### src/rtl/sa_ctrl.sv
// Sequencer for an N x N weight-stationary systolic array: loads weights, clears,
// streams M activation vectors, drains the skewed pipeline and flags result rows.
module sa_ctrl #(
    parameter int N  = 4,
    parameter int CW = 8,
    parameter int L  = 3*N-1
) (
    input  logic                              clk,
    input  logic                              rst_n,
    input  logic                              start,
    input  logic [CW-1:0]                     num_rows,
    input  logic                              abort,
    input  logic                              act_avail,
    output logic                              weight_load,
    output logic [((N > 1) ? $clog2(N) : 1)-1:0] w_row,
    output logic                              clear,
    output logic                              en,
    output logic                              act_rd,
    output logic [CW-1:0]                     act_row,
    output logic                              res_valid,
    output logic [CW-1:0]                     res_row,
    output logic                              busy,
    output logic                              done
);

    localparam int WW = (N > 1) ? $clog2(N) : 1;
    localparam int DW = $clog2(L + 1);

    typedef enum logic [2:0] {IDLE, LOAD_W, CLEAR, STREAM, DRAIN, DONE} state_t;

    state_t          state, state_nxt;
    logic [CW-1:0]   m_q;
    logic [CW-1:0]   m_last;
    logic [DW-1:0]   drain_cnt;
    logic [L-1:0]    vld_p;

    assign m_last = m_q - CW'(1);

    always_ff @(posedge clk or negedge rst_n) begin
        if (!rst_n) state <= IDLE;
        else        state <= state_nxt;
    end

    always_comb begin
        state_nxt = state;
        case (state)
            IDLE:    if (start) state_nxt = LOAD_W;
            LOAD_W:  if (w_row == WW'(N-1)) state_nxt = CLEAR;
            CLEAR:   state_nxt = (m_q == '0) ? DONE : STREAM;
            STREAM:  if (act_avail && act_row == m_last) state_nxt = DRAIN;
            DRAIN:   if (drain_cnt == DW'(L-1)) state_nxt = DONE;
            DONE:    state_nxt = IDLE;
            default: state_nxt = IDLE;
        endcase
        if (abort && state != IDLE) state_nxt = IDLE;
    end

    // Outputs decode registered state; only the STREAM handshake follows act_avail.
    assign weight_load = (state == LOAD_W);
    assign clear       = (state == CLEAR);
    assign act_rd      = (state == STREAM) && act_avail;
    assign en          = (state == LOAD_W) || (state == CLEAR) || (state == DRAIN) ||
                         (state == DONE)   || act_rd;
    assign busy        = (state != IDLE);
    assign done        = (state == DONE);
    // Gated by en so a frozen pipeline cannot repeat a result flag.
    assign res_valid   = vld_p[L-1] && en;

    always_ff @(posedge clk or negedge rst_n) begin
        if (!rst_n) begin
            m_q       <= '0;
            w_row     <= '0;
            act_row   <= '0;
            res_row   <= '0;
            drain_cnt <= '0;
            vld_p     <= '0;
        end else if (state == IDLE && start) begin
            m_q       <= num_rows;
            w_row     <= '0;
            act_row   <= '0;
            res_row   <= '0;
            drain_cnt <= '0;
            vld_p     <= '0;
        end else if (abort && state != IDLE) begin
            w_row     <= '0;
            act_row   <= '0;
            res_row   <= '0;
            drain_cnt <= '0;
            vld_p     <= '0;
        end else begin
            if (weight_load)
                w_row <= (w_row == WW'(N-1)) ? '0 : w_row + WW'(1);
            // Row indices saturate at M-1 so the maximum count never wraps.
            if (act_rd && act_row != m_last)
                act_row <= act_row + CW'(1);
            if (res_valid && res_row != m_last)
                res_row <= res_row + CW'(1);
            if (state == DRAIN)
                drain_cnt <= drain_cnt + DW'(1);
            if (en) begin
                for (int i = L-1; i > 0; i--) vld_p[i] <= vld_p[i-1];
                vld_p[0] <= act_rd;
            end
        end
    end

endmodule

### config.mk
export PLATFORM = sky130hd
export DESIGN_NAME = sa_ctrl
export DESIGN_NICKNAME = d
export VERILOG_FILES = /design/src/rtl/sa_ctrl.sv
export SDC_FILE = /design/constraint.sdc
export NUM_CORES = 1
export LEC_CHECK = 0
export CAP_MARGIN = 0
export CORE_ASPECT_RATIO = 2
export CORE_MARGIN = 2
export CORE_UTILIZATION = 58
export CTS_CLUSTER_DIAMETER = 100
export CTS_CLUSTER_SIZE = 30
export DETAILED_ROUTE_END_ITERATION = 16
export PLACE_DENSITY = 0.95
export SYNTH_ARGS = -nofsm -noshare
export SYNTH_HDL_FRONTEND = slang
export SYNTH_SLANG_ARGS = --single-unit
### constraint.sdc
create_clock -name clk -period 5.4 [get_ports clk]
set_input_delay 1.08 -clock clk [delete_from_list [all_inputs] [get_ports clk]]
set_output_delay 1.08 -clock clk [all_outputs]
set_load 0.02 [all_outputs]
==> results.md, run 1 <==
* Total leakage power at around 1.3 nW
* Layout net count at 304
* Post-Synthesis Cell Area at about 0.0026 mm^2
* Initial Utilization at 0.600
* Layout cells sized above 1 at 0.0947
* GR Overflow Total at 0
* Initial antenna violation count at 0
* Largest net degree at the start of global routing at 45
* Area delta synth->final at 18.9%
* Hold-fix buffers at CTS at 0
* Metal3 WL at 253 um
* IO Pins at 38
* Core Region at 0.00430 mm^2
* Detailed Route WL at 5910 um
* Outcome: completed
* Pre-CTS WS at roughly 1400 ps
* Synth Register Bits at 44
* Async S/R FF share, synth at 1.00
* WL per Instance at 17.4 um
* DR vias at ~2.1k
* Max Slew Vio Count at 0
* PostCTS Resize Cnt at 0
* Post-synth top flop: dfrtp_1
* Achievable Freq at about 250 MHz
* Gpl congestion at roughly 0.91
* Worst-path clk slew at approximately 100 ps
* Crit path DAT at slightly below 3000 ps
* Port buffer count at 37
* Min Tclk post-route at around 4100 ps
* Layout Utilization at 0.713
* Worst setup EP type: output port
* Crit path to: res_valid
* Met2 wire length at around 3300 um
* Register area share after synthesis at 0.427
* Total Power at approximately 0.0012 W
* Synth area leaders: dfrtp_1, xnor3_1, xnor2_1
* DRT iter0 DRCs at between 60 and 70
* Fill count at 341
* Worst Hold Class: flip-flop to flip-flop
* Max_slew headroom at 0.343
* R2R Path End: state[0]
* Required time of the critical path at 4320 ps
* Setup violations, final at 0
* HPWL Detailed at around 4200 um
* Count of cell types in the netlist at 43
* Max-cap viol count at 0
* Die Height at 98.3 um
* First-pass GRT wire length at 10100 um
* Mapped Nets at 270
* N_diodes at 0
* CTS H-tree lvls at 2
* Setup crit start kind: primary input
* Clock Path Buffers at 2
* Setup TNS at 0 ps
* CTS buffer count at 5
* Clock Skew at roughly 11 ps
* Yosys top cell area share at 0.427
* Post-synth EDFFs at 0
* M1 wire length at 2170 um
* Number of routed nets with antenna violations at 0
* DR top layer: met4
* Worst R2R Start: m_q[0]
* Peak supply drop at between 0.3 and 0.4 mV
* Warnings from Yosys at 0
* # rows at 34
* CTS tree: built
* Vias in the first global route at around 2.1k
* Power Density at between 300 and 400 mW/mm^2
* Clock sink count at 44
* Drc violations at 0
* Area of the multi-input gates at 0.00138 mm^2
* Setup repair bufs after CTS at 0
* Final Hold Fails at 0
* Synthesized area per cell at 10.3 um^2
* Synth Instances at 250
* Register-to-Register Path Depth at 8
* CTS root buf: clkbuf_8
* Final Cycle Share at 0.750
* Unrepaired setup endpoints after global routing: false
* Area leader, netlist: dfrtp_1
* Setup CP Type: primary input to output port
* Die X at about 51 um
* Reg area at between 0.001 and 0.0015 mm^2
* Gr usage total at 0.264
* TritonRoute pass-1 iters at 4
* Worst Tran Pin Value at a little under 1000 ps
* Critical path origin: act_avail
* Clk Latency, worst-skew pair at between 300 and 400 ps
* Worst Path Max Fanout at 7
* Post-route setup slack at roughly 1300 ps
* Die ar. at ~0.0050 mm^2
* Reg2Reg Setup Slack at 2580 ps
* Vias/cell at a little over 6
[worst max-delay path: stages]
cell and delay, ps:
clkdlybuf4s50_1 550, nor2b_1 70, o21ai_0 150, nand2_1 140, inv_2 100, nand2_1 130, inv_2 140, clkdlybuf4s50_1 610
[layout by cell type (no fill, tap or decap), drive strengths merged, types with 4 or more instances in the layout]
master and count:
o31ai 7, xnor3 6, inv 11, nor2 17, clkdlybuf4s50 36, nand4 9
o21ai 19, ha 7, a21oi 21, xnor2 12, or3 11, dfrtp 44
nand3 4, a22o 10, mux2 7, and3 6, clkbuf 5, nand2 16
[registers in the layout, summed over array words and instances (netlist names)]
signal     cells
act_row        8
drain_cnt      4
m_q            8
res_row        8
state          3
vld_p         11
w_row          2
[metal layers]
metal  up-vias  track usage
met2        70        0.459
li1        982            -
met4         0        0.127
met1      1031        0.312
met3        21       0.0336
met5         -            0
[through the flow]
step | area, um^2 | std cells | hold slack [ps]
final | 3060 | 339 | 499
after global routing | 3060 | 339 | 523
after CTS | 3060 | 339 | 505
after detailed placement | 2950 | 331 | 488
after global placement | 2950 | 331 | 480
after floorplan | 2580 | 250 | 466
[report_power, final]
group	total, W	leakage, nW	internal, W	switching (W)
registers	0.000455	0.594	0.000370	0.0000849
clock network	0.000264	0.0548	0.000139	0.000125
logic	0.000459	0.603	0.000231	0.000228
[cell families after synthesis]
kind of cell / count (synthesis) / synth area share
xor gates and xnor gates: 21 / 0.103
adders and majority gates: 7 / 0.0340
AOI/OAI and AO/OA: 66 / 0.162
muxes: 9 / 0.0384
buffers and inverters: 20 / 0.0384
and+or+nand+nor: 83 / 0.196
DFF: 44 / 0.427
[layout make-up]
cell class,instances,share of cell area
Multi-Input combinational cell,186,0.449
Sequential cell,44,0.359
Timing Repair Buffer,37,0.119
Clock buffer,5,0.0225
Tap cell,54,0.0221
Clock inverter,3,0.0151
Inverter,10,0.0123
[worst min path at each step]
stage              from  endpoint  slack (ps)  cells after the start
2_1_floorplan  vld_p[0]  vld_p[1]         470                      1
3_3_place_gp   vld_p[6]  vld_p[7]         480                      1
3_5_place_dp   vld_p[3]  vld_p[4]         490                      1
4_1_cts        vld_p[7]  vld_p[8]         500                      1
5_1_grt        vld_p[7]  vld_p[8]         520                      1
6_report       vld_p[7]  vld_p[8]         500                      1
[cell usage after synthesis, types with 2 or more instances]
library cell,instances
nor4b_4,2
nor3b_1,2
xnor2_1,12
and3_1,6
nand4_1,9
a22o_1,10
o21ai_0,8
inv_1,8
ha_1,7
dfrtp_1,44
inv_2,2
xnor3_1,6
a21oi_1,20
clkbuf_1,6
or3_1,11
buf_6,3
mux2_2,7
nand3_1,4
nor3_1,2
or4_1,3
xor2_1,3
mux2i_1,2
and4_1,2
nor2_1,17
and2_1,2
o211ai_1,3
nand2_1,16
o21ai_1,11
o31ai_1,7
a31oi_1,2
(Power assumes the default switching activity.)
==> run 2: changes to the inputs <==
--- a/config.mk
+++ b/config.mk
@@ -8,11 +8,11 @@
 export CAP_MARGIN = 0
 export CORE_ASPECT_RATIO = 2
 export CORE_MARGIN = 2
-export CORE_UTILIZATION = 58
+export CORE_UTILIZATION = 49
 export CTS_CLUSTER_DIAMETER = 100
 export CTS_CLUSTER_SIZE = 30
 export DETAILED_ROUTE_END_ITERATION = 16
-export PLACE_DENSITY = 0.95
+export PLACE_DENSITY = 0.87
 export SYNTH_ARGS = -nofsm -noshare
 export SYNTH_HDL_FRONTEND = slang
 export SYNTH_SLANG_ARGS = --single-unit
==> constraint.sdc (replaced) <==
create_clock -name clk -period 3.3 [get_ports clk]
set_input_delay 0.66 -clock clk [delete_from_list [all_inputs] [get_ports clk]]
set_output_delay 0.66 -clock clk [all_outputs]
set_load 0.02 [all_outputs]
==> run 2 against run 1 <==
Against the previous run: design area grew 0.53%; worst hold slack improved by 1.8 ps; clock power grew 40%; routed wire length is 0.30% lower; critical path depth did not move; global-route usage decreased by 4.4 points; sequential power increased by 63%; combinational power increased by 66%.
==> results.md, run 2 (synthesis gave the netlist of run 1 again) <==
* Setup CP Type: primary input to output port
* Commonest cells after routing, fill and taps aside: dfrtp_1, clkdlybuf4s50_1, a21oi_1
* Fill count at 444 (+30%)
* Stages on the worst setup path at 8 (unchanged)
* Die X at 55.3 um (+8.1%)
* Vias in the first global route at 2175 (+2.6%)
* DRT iter0 DRCs at 26 (-61%)
* Unrepaired setup endpoints after global routing: false
* Max Slew Vio Count at 0 (unchanged)
* Setup violations, final at 0 (unchanged)
* Clock Path Buffers at 2 (unchanged)
* PostCTS Resize Cnt at 0 (unchanged)
* Setup TNS at 0 ps (unchanged)
* Max reg flops at 11 (unchanged)
* Worst R2R Start: m_q[0]
* Detailed Route WL at 5900 um (-0.30%)
* CP bufs+invs at 4 (unchanged)
* Layout cells sized above 1 at 0.104 (+0.00943)
* Reg area at 0.00110 mm^2 (unchanged)
* Layout net count at 308 (+1.3%)
* Port buffer count at 37 (unchanged)
* Vias/cell at 5.99 (-3.5%)
* DR vias at 2072 (-1.5%)
* Switch share at 0.370 (-0.00132)
* Setup crit start kind: primary input
* Critical path origin: act_avail
* CTS buffer count at 5 (unchanged)
* Drc violations at 0 (unchanged)
* Peak supply drop at 0.433 mV (+41%)
* Kind of cell adding the most delay to the critical path: buffers and inverters
* Die Height at 107 um (+8.4%)
* Initial antenna violation count at 0 (unchanged)
* Final Cycle Share at 0.932
* Worst-path clk slew at 80 ps (-20 ps)
* Area delta synth->final at 19.5%
* Core Region at 0.00509 mm^2 (+19%)
* Register-to-Register Path Depth at 9 (+1)
* Final Cell Area at 0.00308 mm^2 (+0.53%)
* Worst setup EP type: output port
* HPWL Detailed at 4360 um (+3.7%)
* CTS tree: built
* Crit path DAT at 2410 ps (-560 ps)
* Clock network fraction of total power at 0.197 (-0.027)
* Gr usage total at 0.220 (-0.0442)
* Total leakage power at 1.27 nW (+1.2%)
* P_sw at 0.000691 W (+58%)
* Clk Latency, worst-skew pair at 310 ps (about the same)
* Number of routed nets with antenna violations at 0 (unchanged)
* First-pass GRT wire length at 10300 um (+1.7%)
* Int Pwr at 0.00118 W (+59%)
* Largest net degree at the start of global routing at 45 (unchanged)
* CP cell instances: clkdlybuf4s50_1, nor2b_1, o21ai_0, nand2_1, inv_2, nand2_1, inv_2, clkdlybuf4s50_1
* Comb pwr share at 0.406 (+0.016)
* Worst Hold Class: primary input to asynchronous set/reset pin
* Area of the multi-input gates at 0.00138 mm^2 (unchanged)
* Setup repair bufs after CTS at 0 (unchanged)
* Worst Path Max Fanout at 5 (-2)
* Achievable Freq at approximately 330 MHz
* Required time of the critical path at 2640 ps (-1680 ps)
* Final Hold Fails at 0 (unchanged)
* WL per Instance at 17.0 um (-2.3%)
* Max_slew headroom at 0.350 (+0.00676)
* IO Pins at 38 (unchanged)
* Largest Register: vld_p
* Placement Cell Area at 0.00298 mm^2 (+1.2%)
* GR Overflow Total at 0 (unchanged)
* Hold-fix buffers at CTS at 0 (unchanged)
* CP peak stage delay at 590 ps (-20 ps)
* # rows at 37 (+8.8%)
* Power Density at 607 mW/mm^2 (+58%)
* Gpl congestion at 0.873 (-3.8%)
* Min Tclk post-route at 3070 ps
* Reg2Reg Setup Slack at 610 ps (-1970 ps)
* TritonRoute pass-1 iters at 4 (unchanged)
* Max-cap viol count at 0 (unchanged)
* Outcome: completed
* CTS H-tree lvls at 2 (unchanged)
* Clock sink count at 44 (unchanged)
* R2R Path End: act_row[7]
* Initial Utilization at 0.506 (-0.0937)
* Crit-path slowest cell: clkdlybuf4s50_1
* Clock Skew at 6.16 ps (-5.12 ps)
* Die ar. at 0.00589 mm^2 (+17%)
* Crit path to: res_valid
* Register share of total power at 0.396 (+0.010)
* Worst Tran Pin Value at 975 ps (-10.1 ps)
* CTS root buf: clkbuf_8
* N_diodes at 0 (unchanged)
* Commonest non-fill, non-tap cell in the layout: dfrtp_1
## run 2: cell count changes in the layout (fill, tap and decap cells not counted)
| cell | delta |
|---|---|
| inv_6 | -1 |
| buf_4 | +4 |
| bufinv_16 | -1 |
| clkinvlp_4 | -1 |
| clkbuf_8 | +2 |
## run 2: area by class of cell
type	count	area share
multi-input cells	186	0.447
repair buffers	41	0.128
well taps	58	0.0236
inverters	10	0.0122
clock buffers	7	0.0313
flip-flops and latches	44	0.358
## run 2: worst min-delay path by stage
stage,end,slack (ps),cells past startpoint
6_report,drain_cnt[0],500,1
5_1_grt,vld_p[5],520,1
4_1_cts,vld_p[8],510,1
3_5_place_dp,vld_p[8],480,1
3_3_place_gp,vld_p[9],480,1
2_1_floorplan,act_row[0],360,0
## run 2: per-layer routing
layer	wire length (um)	global-route usage	vias to the layer above
met5	0	0	-
met4	106	0.110	0
met3	236	0.0438	8
met2	3380	0.403	47
met1	2170	0.233	1027
li1	-	-	990
## run 2: per-stage QoR
step | hold WS (ps) | setup WS (ps) | utilization | power (W) | cells
6_report | 500 | 225 | 0.605 | 0.00187 | 346
5_1_grt | 517 | 94.4 | 0.605 | 0.00199 | 346
4_1_cts | 506 | 220 | 0.605 | 0.00188 | 346
3_5_place_dp | 480 | 222 | 0.586 | 0.00151 | 339
3_3_place_gp | 480 | 205 | 0.586 | 0.00147 | 339
2_1_floorplan | 364 | 1070 | - | 0.00131 | 250
## run 2: power by group through the flow
stage                     Combinational, W  Clock, W  Sequential (W)
after floorplan                   0.000598         0        0.000711
after global placement            0.000725         0        0.000747
after detailed placement          0.000756         0        0.000754
after CTS                         0.000763  0.000377        0.000744
after global routing              0.000824  0.000404        0.000758
final                             0.000760  0.000369        0.000741
## run 2: worst reg2reg max path, delay by kind of cell, from the launching register on
kind	cells	cell delay [ps]
xor gates and xnor gates	1	210
adders and majority gates	1	200
buffers and inverters	2	420
AOI/OAI and AO/OA	1	60
DFF	1	480
and+or+nand+nor	4	1210
